==> config.mk <==
export PLATFORM = sky130hd
export DESIGN_NAME = multiply_accumulate
export DESIGN_NICKNAME = d
export VERILOG_FILES = /design/src/rtl/multiply_accumulate.sv
export SDC_FILE = /design/constraint.sdc
export NUM_CORES = 1
export LEC_CHECK = 0
export BUFFER_PORTS_ARGS = -buffer_cell sky130_fd_sc_hd__buf_2
export CORE_ASPECT_RATIO = 0.6
export CORE_UTILIZATION = 53
export CTS_BUF_LIST = sky130_fd_sc_hd__clkbuf_4
export DETAILED_ROUTE_END_ITERATION = 10
export GPL_TIMING_DRIVEN = 0
export PLACE_DENSITY = 0.7
export SETUP_SLACK_MARGIN = 0.3
export SLEW_MARGIN = 10
export SYNTH_ARGS = -nofsm -noshare
export SYNTH_HDL_FRONTEND = slang
export SYNTH_SLANG_ARGS = --single-unit
export TNS_END_PERCENT = 30
==> constraint.sdc <==
create_clock -name clk -period 6.35 [get_ports clk]
set_clock_uncertainty 0.05 [all_clocks]
set_input_delay 0.635 -clock clk [delete_from_list [all_inputs] [get_ports clk]]
set_output_delay 0.635 -clock clk [all_outputs]
set_load 0.1 [all_outputs]
==> src/rtl/multiply_accumulate.sv <==
// Streaming signed fixed-point multiply-accumulate, one result per packet.
// Optional: define MULTIPLY_ACCUMULATE_SATURATE_EN to clamp res_data.
module multiply_accumulate #(
  parameter int ARGW = 16,
  parameter int FRAC = 8,
  parameter int RESW = 24,
  parameter int ACCW = 32
) (
  input  logic              clk,
  input  logic              rst,
  input  logic              arg_valid,
  output logic              arg_ready,
  input  logic [2*ARGW-1:0] arg_data,
  input  logic              arg_last,
  output logic              res_valid,
  input  logic              res_ready,
  output logic [RESW-1:0]   res_data
);

  typedef enum logic [1:0] {
    ACC,
    DRAIN,
    DONE
  } state_t;

  state_t state, next_state;

  logic signed [ARGW-1:0]   a, b;
  logic signed [2*ARGW-1:0] prod, prod_sh;
  logic signed [ACCW-1:0]   p_ext, p_reg;
  logic signed [ACCW-1:0]   acc, acc_sum;
  logic                     p_valid;
  logic [RESW-1:0]          res_conv;
  logic                     accept;
  logic                     ready_next;
  logic                     drain;
  logic                     res_fire;

  assign a = arg_data[2*ARGW-1:ARGW];
  assign b = arg_data[ARGW-1:0];

  assign prod    = a * b;
  assign prod_sh = prod >>> FRAC;
  assign p_ext   = ACCW'(prod_sh);

  assign accept  = arg_valid && arg_ready;
  assign acc_sum = acc + (p_valid ? p_reg : '0);

`ifdef MULTIPLY_ACCUMULATE_SATURATE_EN
  localparam logic signed [ACCW-1:0] RMAX =
    ACCW'((64'sd1 <<< (RESW-1)) - 64'sd1);
  localparam logic signed [ACCW-1:0] RMIN = ~RMAX;

  // Clamp the final sum into the signed result range.
  always_comb begin
    res_conv = acc_sum[RESW-1:0];
    if (acc_sum > RMAX)
      res_conv = RMAX[RESW-1:0];
    else if (acc_sum < RMIN)
      res_conv = RMIN[RESW-1:0];
  end
`else
  assign res_conv = acc_sum[RESW-1:0];
`endif

  // State register.
  always_ff @(posedge clk or posedge rst) begin
    if (rst)
      state <= ACC;
    else
      state <= next_state;
  end

  // Next-state logic: accumulate, fold last product, hold result.
  always_comb begin
    next_state = state;
    unique case (state)
      ACC:
        if (accept && arg_last)
          next_state = DRAIN;
      DRAIN:
        next_state = DONE;
      DONE:
        if (res_ready)
          next_state = ACC;
      default:
        next_state = ACC;
    endcase
  end

  // Decoded controls for the datapath registers.
  always_comb begin
    ready_next = (next_state == ACC);
    drain      = (state == DRAIN);
    res_fire   = (state == DONE) && res_ready;
  end

  // Product stage, accumulator and registered outputs.
  always_ff @(posedge clk or posedge rst) begin
    if (rst) begin
      arg_ready <= 1'b0;
      p_valid   <= 1'b0;
      p_reg     <= '0;
      acc       <= '0;
      res_valid <= 1'b0;
      res_data  <= '0;
    end else begin
      arg_ready <= ready_next;
      p_valid   <= accept;
      if (accept)
        p_reg <= p_ext;
      if (res_fire)
        acc <= '0;
      else
        acc <= acc_sum;
      if (drain) begin
        res_data  <= res_conv;
        res_valid <= 1'b1;
      end else if (res_fire) begin
        res_valid <= 1'b0;
      end
    end
  end

endmodule

# Word-level counts from Yosys, hierarchy flattened
# Cells that the tools add are included.
# classes
add_sub_neg	1
mul	1
n_eq_ne	2
n_mux	7
reduce_logical	6
# ops
op	count
$mux W32	2
$add A32 B32 Y32	1
$mul A16 B16 Y32	1
$pmux W2 S3	1
$logic_not A2 Y1	2
$mux W2	2
$logic_and A1 B1 Y1	3
$eq A2 B1 Y1 const B	1
$eq A2 B2 Y1 const B	1
$mux W1	2
$reduce_bool A2 Y1	1
# word_totals
regBits	85
input_bits	37
output_inout_bits	26
word_cells	24

# Logic depth before layout (Yosys ltp)
# depth
depth_word	5
ltp_mapped	24

# Worst setup path before layout
# Ideal clock, no wire load.
# synth_path
path_type	input port to flip-flop
from	input arg_data[23]
to	register p_reg[17]
setup_time_ns	0.129
arrival_time_ns	6.240
setup_slack_ns	-0.069
stages	23
path_buffers	1
cell_sequence	clkbuf_1 -> nand2_1 -> fa_1 -> inv_1 -> fa_1 -> inv_1 -> fa_1 -> inv_1 -> fa_1 -> fa_1 -> inv_1 -> fa_1 -> inv_1 -> ha_1 -> a21o_1 -> a221oi_2 -> a21boi_1 -> a211oi_1 -> or3_4 -> a211o_1 -> a31oi_2 -> xor2_1 -> o21ai_1
# synth_between
elab_chain_cells	1
# synth_rtl
element	line_no	rtl
start: declaration	13	input logic [2*ARGW-1:0] arg_data,
$mul A16 B16 Y32	42	assign prod = a * b;
end signal: assignment	111	p_reg <= p_ext;
end: declaration	30	logic signed [ACCW-1:0] p_ext, p_reg;
# No other way between the ends.
# A chain may end at the register's enable or synchronous reset.

# Worst setup path after layout
# layout_path
from	input arg_data[9]
to	register p_reg[17]
# The elaborated chain is that of the path after synthesis.

==> qor.txt <==
Mean Syn Cell Area: 9.21 um2
f_max: 0.163 GHz
DRC: 0
worst path arrival time: 6390 ps
detailed-router iteration count before antenna repair: 7
commonest non-fill, non-tap cells in the layout: inv_1, fa_1, nand2_1
Die Y-Extent: 125 um
Worst path top cell family by delay: adder cells
CTS Hold Bufs: 0
Max clock buf depth: 2
Setup WS pre-CTS: -858 ps
Slew HR: 0.486
final std cells w/o fill: 1892
Max stage delay on crit path: 580 ps
outcome: finished, final reports clean
n_diodes: 0
final hold vios: 0
Final Max Slew Viols: 0
Cells after Synth: 1450
Ports: 63
Seq/Total Area, Yosys: 0.144
Post-synth EDFFs: 0
share of post-route cells with drive strength above 1: 0.131
row cnt: 44
clk sinks: 77
slowest CP cell: fa_1
GRT Resource Usage Total: 0.270
layout overhead on the synthesized area: 14.5%
RSZ-0062 raised after global routing: true
1st-iter DRT viols: 663
Worst R2R Setup Slack: 2560 ps
area of the multi-input gates: 10300 um2
Crit. End Element: register
Yosys cell types: 48
Buf/Inv on CP: 6
Register Area: 1930 um2
Core ar.: 24400 um2
Setup Viol. Count Final: 0
GRT Residual Overflow: 0
DR vias/cell: 5.32
CP Launch Type: primary input
commonest non-fill, non-tap cell in the layout: inv_1
vias: 10100
initial core utilization: 0.547
number of global-route vias before repair: 10300
detailed placement HPWL: 27300 um
# port buffers: 62
Cells after DPL: 1835
Final ANT Viol Nets: 0
crit share post-route: 0.965
Reg clk slew, reported paths: 130 ps
Most common cell on crit path: fa_1
gpl congestion: 0.963
die area: 25900 um2
largest net degree at the start of global routing: 57
CTS Buf Count: 9
H-tree depth: 3
initial antenna violation count: 1
minimum clock period: 6130 ps
yosys warns: 0
Critical Path Fanout Max: 7
Worst EP required: 6610 ps
critical path type: in2reg
# fillers: 2075
ys flop type: dfrtp_1
Async SR Flop Fraction: 1.00
worst setup margin: 220 ps
Clock Latency Late Sink: 440 ps
worst-path cell chain: buf_8 > clkbuf_16 > buf_4 > nand2_1 > fa_1 > inv_1 > fa_1 > fa_1 > fa_1 > fa_1 > inv_2 > fa_1 > inv_2 > ha_4 > and3_4 > a221oi_4 > a21boi_4 > a211oi_4 > or3_4 > a211o_1 > a31oi_2 > xor2_1 > o21ai_1
Post-Syn Nets: 1851
worst slew pin tran: 762 ps
Die X: 207 um
# Max-Cap Violations: 0
root cell of the clock tree: clkbuf_4
first-pass GRT wire length: 53400 um
CTS tree: built
overall routed net length: 33300 um
Synth Cell Area: 13400 um2
Yosys reg bits: 77
worst min path class: in2async
Nets: 1966
routed wire length per instance: 17.6 um
repair_timing:
action                                  4_1_cts  5_1_grt
pin swaps                                    20       36
gates resized for setup                     106       73
buffers inserted                             28       13
endpoints found under the hold margin         0        0
endpoints found under the setup margin       12       11
metrics by stage:
step	util	hold WS, ps	area (um2)	setup TNS (ps)
2_1_floorplan	-	386	13500	0
3_5_place_dp	0.582	414	14200	-6570
5_1_grt	0.626	87.4	15300	0
4_1_cts	0.613	93.4	15000	0
6_report	0.626	91.8	15300	0
3_3_place_gp	0.581	406	14200	-5960
routing by layer:
| metal | part of all wire | global-route usage | vias to the layer above | wire, um |
|---|---|---|---|---|
| li1 | - | - | 4563 | - |
| met1 | 0.45 | 0.405 | 5105 | 15100 |
| met2 | 0.44 | 0.396 | 353 | 14600 |
| met3 | 0.091 | 0.0764 | 51 | 3030 |
| met4 | 0.017 | 0.0425 | 0 | 576 |
| met5 | 0 | 0 | - | 0 |
area by class of cell:
cell class | instances | area share
Buffer | 46 | 0.0345
Clock buffer | 9 | 0.00442
Clock inverter | 7 | 0.00524
Inverter | 327 | 0.0804
Multi-Input combinational cell | 1000 | 0.672
Sequential cell | 77 | 0.126
Tap cell | 322 | 0.0263
Timing Repair Buffer | 104 | 0.0513
final timing paths:
path | startpoint | end | cells past startpoint
min | rst | res_data[2] | 2
max reg2reg | p_valid | res_data[21] | 13
max in group asynchronous | rst | acc[21] | 3
min in group clk | res_ready | state[1] | 2
max | arg_data[9] | p_reg[17] | 23
min reg2reg | state[0] | state[0] | 1
logic make-up (layout without fill, tap and decap cells):
family	Yosys count	after routing	share of synthesized area
flip-flops	77	77	0.144
buffers and inverters	373	493	0.105
multiplexers	2	2	0.00169
AND/OR/NAND/NOR	441	441	0.162
AO/OA/AOI/OAI	141	141	0.0646
adder cells (fa/ha/maj)	364	364	0.488
XOR/XNOR	52	52	0.0341
worst register-to-register path, stage by stage (launching register included):
cell and delay, ps:
dfrtp_1 580, clkbuf_1 440, nand2_1 170, inv_1 80, ha_1 220, a21o_1 190, a21oi_1 270, o21ai_1 250
a211oi_2 320, nor2_1 130, o41a_1 440, o22ai_1 190, xor2_1 230, o21ai_1 80
synth_stat cells (7+ instances only):
cell | count | share of area
nor2b_1 | 10 | 0.0047
o31ai_1 | 7 | 0.0039
nand2b_1 | 13 | 0.0061
xor2_1 | 23 | 0.015
inv_1 | 327 | 0.092
nand2_1 | 183 | 0.051
clkbuf_1 | 46 | 0.013
a21o_1 | 14 | 0.0079
dfrtp_1 | 77 | 0.14
o21ai_0 | 58 | 0.022
a21oi_1 | 26 | 0.0097
nor3_1 | 11 | 0.0041
ha_1 | 102 | 0.096
fa_1 | 262 | 0.39
and2_1 | 142 | 0.066
xnor2_1 | 29 | 0.019
nor2_1 | 50 | 0.014
Power is left out: the tool's default activity adds up to more than one toggle a clock period on the data nets, which glitch-free logic cannot reach.
